--- src/rtl/mem_copy_master.sv ---
// mem_copy_master: copies a block of words from src to dst over the single-port memory map.
// Define MEMCOPY_GPIO_DONE_EN to add a completion write of 32'h1 to GPIO_ADDR before done.
module mem_copy_master #(
    parameter int unsigned CNT_W     = 16,
    parameter logic [31:0] GPIO_ADDR = 32'd27361
) (
    input  logic             clk,
    input  logic             rst_n,
    input  logic             start,
    input  logic [31:0]      src_addr,
    input  logic [31:0]      dst_addr,
    input  logic [CNT_W-1:0] count,
    output logic             busy,
    output logic             done,
    output logic [31:0]      address,
    output logic             wboolean,
    output logic [31:0]      wdata,
    input  logic [31:0]      rdata
);

`ifdef MEMCOPY_GPIO_DONE_EN
    typedef enum logic [2:0] {StIdle, StRead, StWrite, StGpio, StDone} state_e;
`else
    typedef enum logic [2:0] {StIdle, StRead, StWrite, StDone} state_e;
    logic unused_gpio_addr;
    assign unused_gpio_addr = ^GPIO_ADDR;
`endif

    state_e           state_q;
    logic [31:0]      src_q;
    logic [31:0]      dst_q;
    logic [CNT_W-1:0] cnt_q;
    logic [CNT_W-1:0] idx_q;
    logic [CNT_W-1:0] idx_inc;

    assign idx_inc = idx_q + CNT_W'(1);

    // Bus outputs are registered one state ahead; wdata doubles as the read-data register.
    always_ff @(posedge clk or negedge rst_n) begin
        if (!rst_n) begin
            state_q  <= StIdle;
            src_q    <= '0;
            dst_q    <= '0;
            cnt_q    <= '0;
            idx_q    <= '0;
            busy     <= 1'b0;
            done     <= 1'b0;
            address  <= '0;
            wboolean <= 1'b0;
            wdata    <= '0;
        end else begin
            case (state_q)
                StIdle: begin
                    done <= 1'b0;
                    if (start) begin
                        src_q <= src_addr;
                        dst_q <= dst_addr;
                        cnt_q <= count;
                        idx_q <= '0;
                        if (count == '0) begin
`ifdef MEMCOPY_GPIO_DONE_EN
                            state_q  <= StGpio;
                            busy     <= 1'b1;
                            address  <= GPIO_ADDR;
                            wdata    <= 32'h1;
                            wboolean <= 1'b1;
`else
                            state_q  <= StDone;
                            done     <= 1'b1;
`endif
                        end else begin
                            state_q  <= StRead;
                            busy     <= 1'b1;
                            address  <= src_addr;
                            wboolean <= 1'b0;
                            wdata    <= '0;
                        end
                    end
                end
                StRead: begin
                    state_q  <= StWrite;
                    address  <= dst_q + 32'(idx_q);
                    wdata    <= rdata;
                    wboolean <= 1'b1;
                end
                StWrite: begin
                    idx_q <= idx_inc;
                    if (idx_inc == cnt_q) begin
`ifdef MEMCOPY_GPIO_DONE_EN
                        state_q  <= StGpio;
                        address  <= GPIO_ADDR;
                        wdata    <= 32'h1;
                        wboolean <= 1'b1;
`else
                        state_q  <= StDone;
                        busy     <= 1'b0;
                        done     <= 1'b1;
                        address  <= '0;
                        wdata    <= '0;
                        wboolean <= 1'b0;
`endif
                    end else begin
                        state_q  <= StRead;
                        address  <= src_q + 32'(idx_inc);
                        wdata    <= '0;
                        wboolean <= 1'b0;
                    end
                end
`ifdef MEMCOPY_GPIO_DONE_EN
                StGpio: begin
                    state_q  <= StDone;
                    busy     <= 1'b0;
                    done     <= 1'b1;
                    address  <= '0;
                    wdata    <= '0;
                    wboolean <= 1'b0;
                end
`endif
                StDone: begin
                    state_q <= StIdle;
                    done    <= 1'b0;
                end
                default: begin
                    state_q  <= StIdle;
                    busy     <= 1'b0;
                    done     <= 1'b0;
                    address  <= '0;
                    wdata    <= '0;
                    wboolean <= 1'b0;
                end
            endcase
        end
    end

endmodule

--- config.mk ---
export PLATFORM = sky130hd
export DESIGN_NAME = mem_copy_master
export DESIGN_NICKNAME = d
export VERILOG_FILES = /design/src/rtl/mem_copy_master.sv
export SDC_FILE = /design/constraint.sdc
export NUM_CORES = 1
export LEC_CHECK = 0
export ABC_AREA = 1
export CAP_MARGIN = 25
export CORE_UTILIZATION = 49
export DETAILED_ROUTE_END_ITERATION = 10
export PLACE_DENSITY_LB_ADDON = 0.08
export SLEW_MARGIN = 40
export SYNTH_ARGS = -nofsm -noshare
export SYNTH_HDL_FRONTEND = slang
export SYNTH_SLANG_ARGS = --single-unit
--- constraint.sdc ---
create_clock -name clk -period 2.77 [get_ports clk]
set_input_delay 0.554 -clock clk [delete_from_list [all_inputs] [get_ports clk]]
set_output_delay 0.554 -clock clk [all_outputs]
set_load 0.1 [all_outputs]
### Word level (Yosys, flattened, before mapping)

Cells that the tools add are included.

* bits of input ports: 115
* register bits after elaboration: 166
* output and inout port bits: 67
* logic and storage cells: 56

* muxes and demuxes: 24
* bitwise logic cells: 3
* reductions and logical operators: 9
* $add $sub $neg: 3
* eq/ne operators: 7

Operators by type and width (count)
* 2-to-1 mux 32 bit: 5
* one-hot mux 32 bit (4 select lines): 1
* one-hot mux 32 bit (3 select lines): 1
* adder 32 x 16 -> 32 bit: 2
* one-hot mux 16 bit (2 select lines): 1
* adder 16 x 1 -> 16 bit, second input constant: 1
* equality test 16 bit: 1
* zero test 16 bit: 1
* 2-to-1 mux 16 bit: 1
* one-hot mux 1 bit (3 select lines): 3
* one-hot mux 3 bit (3 select lines): 1
* 2-to-1 mux 1 bit: 8
* equality test 3 x 2 -> 1 bit, second input constant: 2
* inequality test 2 bit, second input constant: 3
* AND reduction 2 bit: 3
* 2-to-1 mux 2 bit: 2
* AND reduction 4 bit: 1
* equality test 3 x 1 -> 1 bit, second input constant: 1
* zero test 3 bit: 1
* 2-to-1 mux 3 bit: 1
* NOT 1 bit: 3
* AND reduction 3 bit: 1
* nonzero test 2 bit: 1
* OR reduction 2 bit: 1

### Longest topological paths before layout

* word-level depth: 4
* gate-level depth with buffers: 23
* depth with buffers taken out: 23

### Worst setup path before layout

Ideal clock, no wire load.

* path type: reg-to-reg
* start: register idx_q[1]
* end: register address[29]
* library setup time: 0.065 ns
* path buffers: 0
* cell stages (with the launch flop): 18
* data arrival time: 2.621 ns
* data required time: 2.705 ns
* path slack: 0.084 ns
* clock period less this slack: 2.686 ns
* cells stage by stage: dfrtp_1 -> ha_1 -> nand3_2 -> nor2_1 -> nand4_1 -> nand2_1 -> inv_1 -> ha_1 -> a21oi_1 -> o21ai_0 -> nand2_1 -> or2_2 -> nand3_1 -> nand2_1 -> nand3b_2 -> nand2_1 -> nand2_1 -> nand2_1

* longest elaborated chain between the ends: 4
* elaborated cells on any way between the ends: 6
* those cells by class: add/sub: 3; eq/ne: 1; mux: 2

Ends and longest elaborated chain
* start: declaration: RTL line 33 `logic [CNT_W-1:0] idx_q;`
* start signal: assignment: RTL line 87 `idx_q <= idx_inc;`
* adder 16 x 1 -> 16 bit: RTL line 36 `assign idx_inc = idx_q + CNT_W'(1);`
* adder 32 x 16 -> 32 bit / equality test 16 bit (equally long branches): RTL line 104, 88
* 2-to-1 mux 32 bit: RTL line 88 `if (idx_inc == cnt_q) begin`
* one-hot mux 32 bit (4 select lines) *: RTL line 52 `case (state_q)`
* end signal: assignment: RTL line 74 `address <= src_addr;`
* end signal: assignment: RTL line 82 `address <= dst_q + 32'(idx_q);`
* end signal: assignment: RTL line 104 `address <= src_q + 32'(idx_inc);`
* end: declaration: RTL line 15 `output logic [31:0] address,`

Mark *: on every way between the ends. The rest lies on a longest branch, timed or not.
A chain may end at the register's enable or synchronous reset.

### Worst setup path in the final report

* start: register idx_q[1]
* end: register address[14]

The elaborated chain is that of the path after synthesis.

==> out/results.tsv <==
stage	metric	value	unit
clock_tree	CTS tree	built	
timing	setup ws final	-0.01474	ns
finish	layout cells sized above 1	25.13	%
yosys	Synth Warn #	0	
route	routed vias/inst	5.395	
global_routing	grt ovf	0	
yosys	syn_nets	1615	
status	status	finished, violations left	
global_routing	vias in the first global route	10432	
yosys	top cell type's share of synthesized area	39.44	%
floorplan	# rows	53	
clock_tree	number of buffers created by CTS	17	
timing	Tmin final	2.785	ns
setup_path	Data required, critical path	3.14	ns
global_routing	Total GRT Usage	32.97	%
yosys	most frequent cell after synthesis	nand2_1	
floorplan	Die Width	148.2	µm
route	Avg WL per Cell	17.78	µm
timing	Least-Margin Pin Slew	0.6727	ns
floorplan	core area	0.02096	mm²
yosys	Mapped Area	0.01047	mm²
global_routing	GRT met1 Usage	44.13	%
yosys	Async SR Flop Fraction	100.0	%
clock_tree	clock sinks	165	
floorplan	die area	0.02195	mm²
placed_design	post-DP HPWL	26720	µm
timing	Worst Skew	0.01686	ns
setup_path	CP Class	flip-flop to flip-flop	
clock_tree	Worst-Skew Late Latency	0.45	ns
power_and_ir_drop	Power, Total	17.29	mW
clock_tree	H-tree Lvls	4	
timing	worst rel slew slack	55.05	%
power_and_ir_drop	PwrDens	1173	mW/mm²
finish	Post-Layout Cell Count	2038	
timing	Final Hold Viols	0	
status	failing checks	negative setup slack	
floorplan	Initial Util	49.96	%
global_routing	met2 Track Usage GR	52.96	%
setup_path	WP data arrival	3.15	ns
yosys	post-synthesis register bit count	165	
yosys	top post-synthesis cells by count	nand2_1, inv_1, dfrtp_1, nor2_1, nand3_1	
route	vias	10995	
floorplan	I/O Pins	182	
hold_path	hold crit path type	input port to async pin	
setup_path	Startpoint Class	flip-flop	
flow_run	max-cap viol count	0	
finish	Final #Nets	1904	
timing	fin. max-slew vios	0	
timing	fin crit share	100.5	%
yosys	Synth Instances	1461	
route	1st-pass router iterations	6	
yosys	largest area contributor in the netlist	dfrtp_1	
yosys	Post-synth EDFFs	0	
floorplan	Die Ht	148.2	µm
global_routing	antenna violations before repair	0	
timing	RSZ-0062 raised after global routing	yes	
global_routing	largest net degree at the start of global routing	67	
route	ANT nets after route	0	
finish	diodes inserted	0	
route	DRC	0	
power_and_ir_drop	Max VDD drop	965.1	µV
finish	Util after Layout	70.38	%
yosys	sequential-to-total area share from yosys stat	39.44	%
placed_design	Final Wtd Congestion	0.9728	
placed_design	IO buf count	181	
global_routing	met3 Resource Use GR	5.399	%
global_routing	first-pass GRT wire length	55450	µm
route	Routed Wire Length	36240	µm
setup_path	CP Capture Type	flip-flop	
yosys	most common flop cell mapped by yosys	dfrtp_1	
global_routing	Most Crowded Layer GR	met2	
clock_tree	maximum clock path buffer count	2	
yosys	distinct cell type count after synthesis	44	
setup_path	critical path peak fanout	5	
clock_tree	CTS root buffer	clkbuf_16	
timing	setup violators final	1	
route	initial drt markers	667	
finish	Layout area overhead	40.87	%
yosys	syn avg cell area	7.165	µm²
power_and_ir_drop	Leakage	7.381	nW
timing	Hold WS	0.04432	ns
timing	fmax	0.3591	GHz
yosys	top cells by area, synth	dfrtp_1, nand2_1, inv_1	
placed_design	pre-CTS setup slack	-0.2270	ns
clock_tree	clk slew on worst S/H paths	0.07	ns
placed_design	placed cell count	1987	
flip-flops by register name, summed over array words and instances, names as in the netlist:
register	count
wdata	32
state_q	2
cnt_q	16
done	1
idx_q	16
address	32
src_q	32
dst_q	32
wboolean	1
busy	1
layer usage:
| metal | vias to the layer above | wire length, µm |
|---|---|---|
| met4 | 0 | 1165 |
| met5 | - | 0 |
| met3 | 76 | 2225 |
| met2 | 372 | 17220 |
| li1 | 5298 | - |
| met1 | 5249 | 15640 |
timing repair:
item / CTS / global route
pin swaps: 14 / 59
hold buffers: 0 / 0
buffers inserted: 2 / 17
resized for setup: 57 / 146
hold endpoints to repair: 0 / 0
endpoints found under the setup margin: 22 / 24
logic make-up (layout without fill, tap and decap cells):
family,after synthesis,count (layout),synth area share (%)
flops,165,165,39.44
buf+inv,229,531,8.426
fa+ha+maj,39,39,4.805
xor+xnor,25,25,2.223
compound gates,226,226,12.62
simple gates,777,777,32.48
per-stage QoR:
step	cell area [µm²]	TNS, ns
2_1_floorplan	10470	0
3_3_place_gp	13260	-1.190
3_5_place_dp	13260	-2.361
4_1_cts	14090	-0.02412
5_1_grt	14750	-1.705
6_report	14750	-0.01474
placed cells by master (no fill, tap or decap), types with 16 or more instances in the layout:
cell	instances
nand3_2	25
inv_1	164
o21ai_0	71
buf_4	187
a21oi_1	64
nor3_1	17
nand2_2	49
nand4_1	20
nand2_1	429
dfrtp_1	156
ha_1	19
clkbuf_16	17
nand3_1	81
inv_2	18
nor2_1	75
a22o_1	32
nor2_4	16
nand3b_1	16
clkdlybuf4s50_1	113
xor2_1	19
ha_4	17
final timing paths:
kind	end	startpoint	slack (ns)	cells past startpoint
worst max-delay path	address[14]	idx_q[1]	-0.01	19
worst min-delay path	address[22]	rst_n	0.04	1
max in group asynchronous	cnt_q[1]	rst_n	1.99	2
min in group clk	dst_q[14]	dst_q[14]	0.49	2
worst max register to register	address[14]	idx_q[1]	-0.01	19
worst min register to register	dst_q[14]	dst_q[14]	0.49	2
critical path: stages, from the launching register on:
cell     delay (ns)
dfrtp_2        0.44
buf_6          0.11
nand2_2        0.05
nor2_4         0.14
nand2_4        0.11
buf_6          0.14
o21ai_4        0.13
nand2_2        0.09
inv_2          0.09
ha_4           0.24
nand2_2        0.09
inv_1          0.07
nand2_2        0.10
nand2_2        0.06
a21oi_2        0.19
nand2_4        0.11
buf_4          0.15
xor2_1         0.12
nand3_1        0.10
a21oi_1        0.17
cell type report:
| type | instances | area, µm² |
|---|---|---|
| well taps | 275 | 344.1 |
| inverters | 184 | 693.2 |
| flip-flops and latches | 165 | 4140 |
| repair buffers | 315 | 2783 |
| clock buffers | 17 | 425.4 |
| multi-input cells | 1067 | 6208 |
| fillers | 1750 | 6207 |
| clock inverters | 15 | 153.9 |
report_power, final:
group | leakage, nW | total (mW) | switching [mW] | internal, mW
clock network | 0.284 | 2.41 | 1.20 | 1.20
logic | 5.04 | 10.4 | 7.43 | 3.01
registers | 2.06 | 4.45 | 0.951 | 3.50
total | 7.38 | 17.3 | 9.58 | 7.71
Note: power is estimated with default switching activity, not from simulation.
